**src/rtl/flit_activity_monitor.sv**
```systemverilog
// Flit activity monitor: splits a flit stream into packets on idle gaps and
// reports per-packet flit count, toggle sum and peak Hamming distance.
module flit_activity_monitor #(
    parameter int W        = 52,
    parameter int CNT_W    = 16,
    parameter int IDLE_GAP = 4,
    parameter int DROP_W   = 8,
    localparam int PK_W    = $clog2(W + 1)
) (
    input  logic              clk,
    input  logic              rst,
    input  logic              in_valid,
    input  logic [W-1:0]      in_data,
    output logic              rpt_valid,
    input  logic              rpt_ready,
    output logic [CNT_W-1:0]  rpt_flits,
    output logic [CNT_W-1:0]  rpt_toggles,
    output logic [PK_W-1:0]   rpt_peak,
    output logic              rpt_sat,
    output logic [DROP_W-1:0] drop_cnt
);

    // state | meaning
    // IDLE  | no packet open; first valid flit opens one
    // RECV  | packet open; gap_cnt counts down idle cycles left before close
    typedef enum logic {IDLE, RECV} state_t;

    localparam int GAP_W = $clog2(IDLE_GAP + 1);
    localparam int SUM_W = ((CNT_W > PK_W) ? CNT_W : PK_W) + 1;
    localparam logic [SUM_W-1:0] CNT_MAX = {{(SUM_W-CNT_W){1'b0}}, {CNT_W{1'b1}}};

    state_t            state, state_nxt;
    logic [W-1:0]      prev_data;
    logic [CNT_W-1:0]  flits, toggles;
    logic [PK_W-1:0]   peak;
    logic              sat;
    logic [GAP_W-1:0]  gap_cnt;

    logic [W-1:0]      diff;
    logic [PK_W-1:0]   hd;
    logic              start, accum, close, space;
    logic [SUM_W-1:0]  flit_sum, tog_sum;
    logic [CNT_W-1:0]  flits_nxt, toggles_nxt;
    logic [PK_W-1:0]   peak_nxt;
    logic              sat_nxt;

    always_comb begin
        diff = in_data ^ prev_data;
        hd   = '0;
        for (int i = 0; i < W; i++) begin
            hd = hd + PK_W'(diff[i]);
        end
    end

    always_ff @(posedge clk) begin
        if (rst) begin
            state <= IDLE;
        end else begin
            state <= state_nxt;
        end
    end

    always_comb begin
        state_nxt = state;
        case (state)
            IDLE: if (in_valid) state_nxt = RECV;
            RECV: if (close)    state_nxt = IDLE;
            default:            state_nxt = IDLE;
        endcase
    end

    always_comb begin
        start = (state == IDLE) && in_valid;
        accum = (state == RECV) && in_valid;
        close = (state == RECV) && !in_valid && (gap_cnt == GAP_W'(1));
        space = !rpt_valid || rpt_ready;

        // A new packet starts from zero, so the same adders serve both cases.
        flit_sum = (start ? '0 : SUM_W'(flits)) + SUM_W'(1);
        tog_sum  = (start ? '0 : SUM_W'(toggles)) + SUM_W'(hd);

        flits_nxt   = (flit_sum > CNT_MAX) ? CNT_MAX[CNT_W-1:0] : flit_sum[CNT_W-1:0];
        toggles_nxt = (tog_sum > CNT_MAX) ? CNT_MAX[CNT_W-1:0] : tog_sum[CNT_W-1:0];
        peak_nxt    = (start || hd > peak) ? hd : peak;
        sat_nxt     = (!start && sat) || (flit_sum > CNT_MAX) || (tog_sum > CNT_MAX);
    end

    always_ff @(posedge clk) begin
        if (rst) begin
            prev_data <= '0;
            flits     <= '0;
            toggles   <= '0;
            peak      <= '0;
            sat       <= 1'b0;
            gap_cnt   <= '0;
        end else begin
            if (in_valid) begin
                prev_data <= in_data;
                flits     <= flits_nxt;
                toggles   <= toggles_nxt;
                peak      <= peak_nxt;
                sat       <= sat_nxt;
                gap_cnt   <= GAP_W'(IDLE_GAP);
            end else if (state == RECV) begin
                gap_cnt <= gap_cnt - GAP_W'(1);
            end
        end
    end

    always_ff @(posedge clk) begin
        if (rst) begin
            rpt_valid   <= 1'b0;
            rpt_flits   <= '0;
            rpt_toggles <= '0;
            rpt_peak    <= '0;
            rpt_sat     <= 1'b0;
            drop_cnt    <= '0;
        end else begin
            if (close && space) begin
                rpt_valid   <= 1'b1;
                rpt_flits   <= flits;
                rpt_toggles <= toggles;
                rpt_peak    <= peak;
                rpt_sat     <= sat;
            end else begin
                if (rpt_valid && rpt_ready) rpt_valid <= 1'b0;
                if (close && drop_cnt != '1) drop_cnt <= drop_cnt + DROP_W'(1);
            end
        end
    end

endmodule

```
**config.mk**
```make
export PLATFORM = sky130hd
export DESIGN_NAME = flit_activity_monitor
export DESIGN_NICKNAME = d
export VERILOG_FILES = /design/src/rtl/flit_activity_monitor.sv
export SDC_FILE = /design/constraint.sdc
export NUM_CORES = 1
export LEC_CHECK = 0
export BUFFER_PORTS_ARGS = -buffer_cell sky130_fd_sc_hd__buf_2
export CAP_MARGIN = 25
export CORE_MARGIN = 2
export CORE_UTILIZATION = 40
export CTS_CLUSTER_SIZE = 16
export DETAILED_ROUTE_END_ITERATION = 8
export SLEW_MARGIN = 0
export SYNTH_ARGS = -nofsm -noshare
export SYNTH_HDL_FRONTEND = slang
export SYNTH_SLANG_ARGS = --single-unit
```
**constraint.sdc**
```tcl
create_clock -name clk -period 7.1 [get_ports clk]
set_input_delay 0.71 -clock clk [delete_from_list [all_inputs] [get_ports clk]]
set_output_delay 0.71 -clock clk [all_outputs]
set_load 0.02 [all_outputs]
```
# Word level (Yosys, flattened, before mapping)
# Index checks and enable logic that the tools add are counted.
# word_totals
reg_bits	143
input_bits	56
out_inout_bits	48
elab_cells	107
# classes
n_addsub	55
order_cmp	3
eq_ne	2
mux	11
bitwise_logic	3
reduce_logical	19
# op_table
operator	n
6-bit by 1-bit adder with 6-bit output	46
16-bit two-way mux	4
52-bit bitwise XOR	1
17-bit by 16-bit > comparator with 1-bit output (second input constant)	2
16-bit by 1-bit adder with 17-bit output (second input constant)	1
16-bit by 6-bit adder with 17-bit output	1
8-bit by 1-bit adder with 8-bit output (second input constant)	1
8-bit != test (second input constant)	1
1-bit logical AND	7
5-bit by 1-bit adder with 6-bit output	1
6-bit > comparator	1
3-bit two-way mux	2
4-bit by 1-bit adder with 5-bit output	1
3-bit by 1-bit adder with 4-bit output	1
1-bit logical OR	4
1-bit two-way mux	4
2-bit AND reduction	2
2-bit nonzero test	2
2-bit by 1-bit adder with 3-bit output	1
3-bit by 1-bit == test with 1-bit output (second input constant)	1
1-bit zero test	3
3-bit by 1-bit subtractor with 3-bit output (second input constant)	1
1-bit by 1-bit adder with 2-bit output	1
1-bit inverter	2
2 further kinds	2

# Longest topological paths before layout
# depth
word_depth	55
depth_mapped	26

# Worst setup path after synthesis
# OpenSTA, ideal clock, no wires.
# synth_path
path_type	in2reg
startpoint	in in_data[17]
endpoint	reg toggles[15]
setup_ns	0.070
arrival_time_ns	7.452
slack_ns	-0.422
path_stages	25
path_buffers	1
cell_sequence	xor2_1 fa_1 inv_1 fa_1 inv_1 fa_1 fa_1 fa_1 fa_1 inv_1 fa_1 inv_1 ha_1 inv_1 fa_1 fa_1 nor2b_1 a211oi_1 o31ai_2 maj3_1 a22oi_2 or4_1 buf_2 o21a_1 a21oi_1
# synth_via
elab_chain_len	39
# synth_lines
element	line_no	text
start, declared	13	input logic [W-1:0] in_data,
52-bit bitwise XOR *	48	diff = in_data ^ prev_data;
6-bit by 1-bit adder with 6-bit output * (35 in a row)	51	hd = hd + PK_W'(diff[i]);
16-bit by 6-bit adder with 17-bit output *	80	tog_sum = (start ? '0 : SUM_W'(toggles)) + SUM_W'(hd);
17-bit by 16-bit > comparator with 1-bit output	83	toggles_nxt = (tog_sum > CNT_MAX) ? CNT_MAX[CNT_W-1:0] : tog_sum[CNT_W-1:0];
16-bit two-way mux *	83	
end signal, assigned	100	toggles <= toggles_nxt;
end, declared	34	logic [CNT_W-1:0] flits, toggles;
# Mark *: on every way between the ends. The rest lies on a longest branch, timed or not.
# A chain may end at the register's enable or synchronous reset.

# Worst setup path after layout
# layout_path
startpoint	in in_data[39]
endpoint	reg sat
# layout_via
elab_chain_len	17
# layout_lines
element	line_no	text
52-bit bitwise XOR	48	
6-bit by 1-bit adder with 6-bit output (13 in a row)	51	
16-bit by 6-bit adder with 17-bit output	80	
17-bit by 16-bit > comparator with 1-bit output	85	sat_nxt = (!start && sat) || (flit_sum > CNT_MAX) || (tog_sum > CNT_MAX);
1-bit logical OR	85	
end signal, assigned	102	sat <= sat_nxt;
end, declared	36	logic sat;
# No other way between the ends.

==> key figures <==
Run status
  • Outcome: finished clean

Floorplan
  • Die Wd: 147 µm
  • Rows: 52
  • Die H: 147 µm
  • Core ar.: 0.0201 mm²
  • Starting Density: 40.5%
  • Die ar.: 0.0215 mm²
  • IO Count: 104

Setup path
  • CP Class: primary input to flop
  • Crit start category: primary input
  • Setup slack, reg-to-reg: 90 ps
  • Critical Path RT: 7430 ps
  • CP Max Fanout: 4
  • Critical path endpoint category: flop
  • Reg2reg end: sat
  • Reg-to-Reg Start: prev_data[17]
  • Worst EP arrival: 7360 ps
  • R2R cell count: 25

STA
  • Final setup fails: 0
  • Fin Clk Skew: 13.1 ps
  • Max Fclk: 142 MHz
  • Period utilization: 99.0%
  • Crit path time final: 7030 ps
  • Slew HR: 31.8%
  • Final hold violation count: 0
  • RSZ-0062 raised after global routing: true
  • Final setup TNS: 0 ps
  • Pins Over Slew Limit: 0
  • Worst slew pin tran: 1020 ps

CTS
  • Total clock sinks: 143
  • Clock latency on the worst-skew pair: 430 ps
  • Clk root buf: clkbuf_16
  • Reg clk slew, reported paths: 60 ps
  • Num CTS Buffers: 17
  • TritonCTS clock tree: built
  • Hold Buf Count CTS: 0
  • CTS H-tree lvls: 4
  • Max Root-Sink Buffers: 2

Finish
  • Layout cells sized above 1: 22.9%
  • N_diodes: 0
  • Most frequent cells in the layout: dfxtp_1 (140), nand2_1 (112), nor2_1 (106)
  • Nets@finish: 1161
  • Fillers: 1906
  • Commonest non-fill, non-tap cell in the layout: dfxtp_1
  • Area delta synth->final: 22.2%
  • Final Non-Filler Cells: 1322
  • Post-Route Utilization: 49.6%

Yosys
  • Synth Instances: 925
  • FF+latch count, synth: 143
  • Post-synth top area cell: dfxtp_1
  • Ys flop type: dfxtp_1
  • Yosys warnings: 0
  • Unique masters post-synth: 69
  • Cell Area, Synth: 0.00815 mm²
  • Top cells by area, synth: dfxtp_1 (35%), fa_1 (11%), mux2i_1 (7.5%), nand2_1 (5.3%), xor2_1 (5.2%)
  • Seq/Total Area, Yosys: 35.1%
  • Async S/R FF share, synth: 0%
  • Syn nets: 1047
  • Synthesized area per cell: 8.81 µm²
  • EDFF count, synth: 0
  • Synth top area share: 35.1%

Route
  • Drt first pass iters: 7
  • Antenna viol nets, final: 0
  • Vias per inst: 4.95
  • Routed wire length per instance: 14.1 µm
  • Number of DRC markers in iteration 0: 296
  • Vias: 6544
  • DRC violations left: 0
  • Total wire length: 18.6 mm

Placement
  • GPL Wtd Cong: 0.795
  • Post-DP HPWL: 12.9 mm
  • IO Port Bufs: 103
  • Placed insts: 1281

Global routing
  • GRT Overall Usage: 17.9%
  • Initial antenna violation count: 2
  • Largest net degree at the start of global routing: 93
  • First-pass GRT wire length: 31.3 mm
  • Total congestion overflow: 0
  • Vias in the first global route: 6306

Hold path
  • Hold Startpoint: rpt_toggles[8]
  • Hold path endpoint: rpt_toggles[8]
  • Hold Path Depth: 2
  • Hold WC Path Type: flop to flop

Run
  • Max_cap viols: 0
-- synthesized netlist by cell type (4+ instances only) --
master    count
nand2b_1      7
nand3_1      18
inv_1        62
nor2_1      109
xor2_1       48
xnor2_1      23
a31oi_1       4
a211oi_1     17
and3_1        7
o21ai_0      16
and2_1       10
a41oi_1       4
nand2_1     114
ha_1         22
nor2b_1       4
dfxtp_1     143
buf_2         8
nand4_1      11
nor4_1       10
mux2i_1      61
clkbuf_1     35
fa_1         44
a21oi_1      67
buf_1         6
nor3_1       12
-- flip-flops by register name, summed over array words and instances (netlist names) --
signal       count
rpt_valid        1
prev_data       52
gap_cnt          3
state            1
drop_cnt         8
peak             6
toggles         16
rpt_peak         6
flits           16
sat              1
rpt_sat          1
rpt_flits       16
rpt_toggles     16
-- per-stage QoR --
stage	instance area (µm²)	hold slack [ps]	worst slack, ps
finish	9960	449	67.7
global route	9960	466	-167
CTS	9650	452	22.8
detailed placement	9070	443	-501
global placement	9070	439	-390
floorplan	8190	440	-9.13
-- layer usage --
| layer | track usage [%] | up-vias | wire [µm] |
|---|---|---|---|
| li1 | - | 3328 | - |
| met1 | 23.4 | 3075 | 8600 |
| met4 | 5.10 | 0 | 194 |
| met5 | 0 | - | 0 |
| met3 | 4.69 | 14 | 916 |
| met2 | 29.2 | 127 | 8870 |
-- cell families after synthesis --
kind of cell / count (synthesis) / share of synthesized area, %
AOI/OAI and AO/OA: 141 / 11.2
buffers and inverters: 118 / 6.06
adders and majority gates: 68 / 14.4
xor gates and xnor gates: 71 / 7.63
and+or+nand+nor: 322 / 17.9
DFF: 143 / 35.1
muxes: 62 / 7.63
-- layout make-up --
class | instances | area, µm² | area share [%]
Inverter | 63 | 236 | 2.37
Clock inverter | 12 | 110 | 1.11
Multi-Input combinational cell | 664 | 5030 | 50.5
Tap cell | 270 | 338 | 3.39
Sequential cell | 143 | 2870 | 28.8
Clock buffer | 20 | 457 | 4.58
Timing Repair Buffer | 150 | 927 | 9.31
-- repair_timing --
action                                  in CTS  in global routing
endpoints found under the setup margin       5                 23
pin swaps                                    0                 25
gates resized for setup                      2                 58
setup buffers                                0                  9
-- critical path, stage by stage --
cell	delay [ps]
buf_8	100
xor2_2	170
fa_1	530
inv_1	50
fa_1	470
fa_2	610
fa_1	430
inv_2	80
fa_2	420
fa_1	500
inv_2	40
fa_1	520
inv_1	40
ha_2	190
inv_2	60
fa_2	460
fa_2	390
nor2b_4	150
a211oi_2	50
o31ai_2	250
maj3_2	230
a22oi_2	80
buf_6	170
nor4_1	340
a21oi_1	70
a211oi_1	240
-- worst max-delay path by stage --
stage / from / endpoint / cells past startpoint
5_1_grt: prev_data[17] / toggles[14] / 25
2_1_floorplan: in_data[17] / toggles[15] / 25
3_3_place_gp: in_data[39] / toggles[15] / 25
6_report: in_data[39] / sat / 26
4_1_cts: in_data[41] / toggles[9] / 25
3_5_place_dp: in_data[43] / toggles[15] / 24
Power is not shown: default switching activity piles up to over one toggle a cycle in this logic, so the estimate is an artifact.
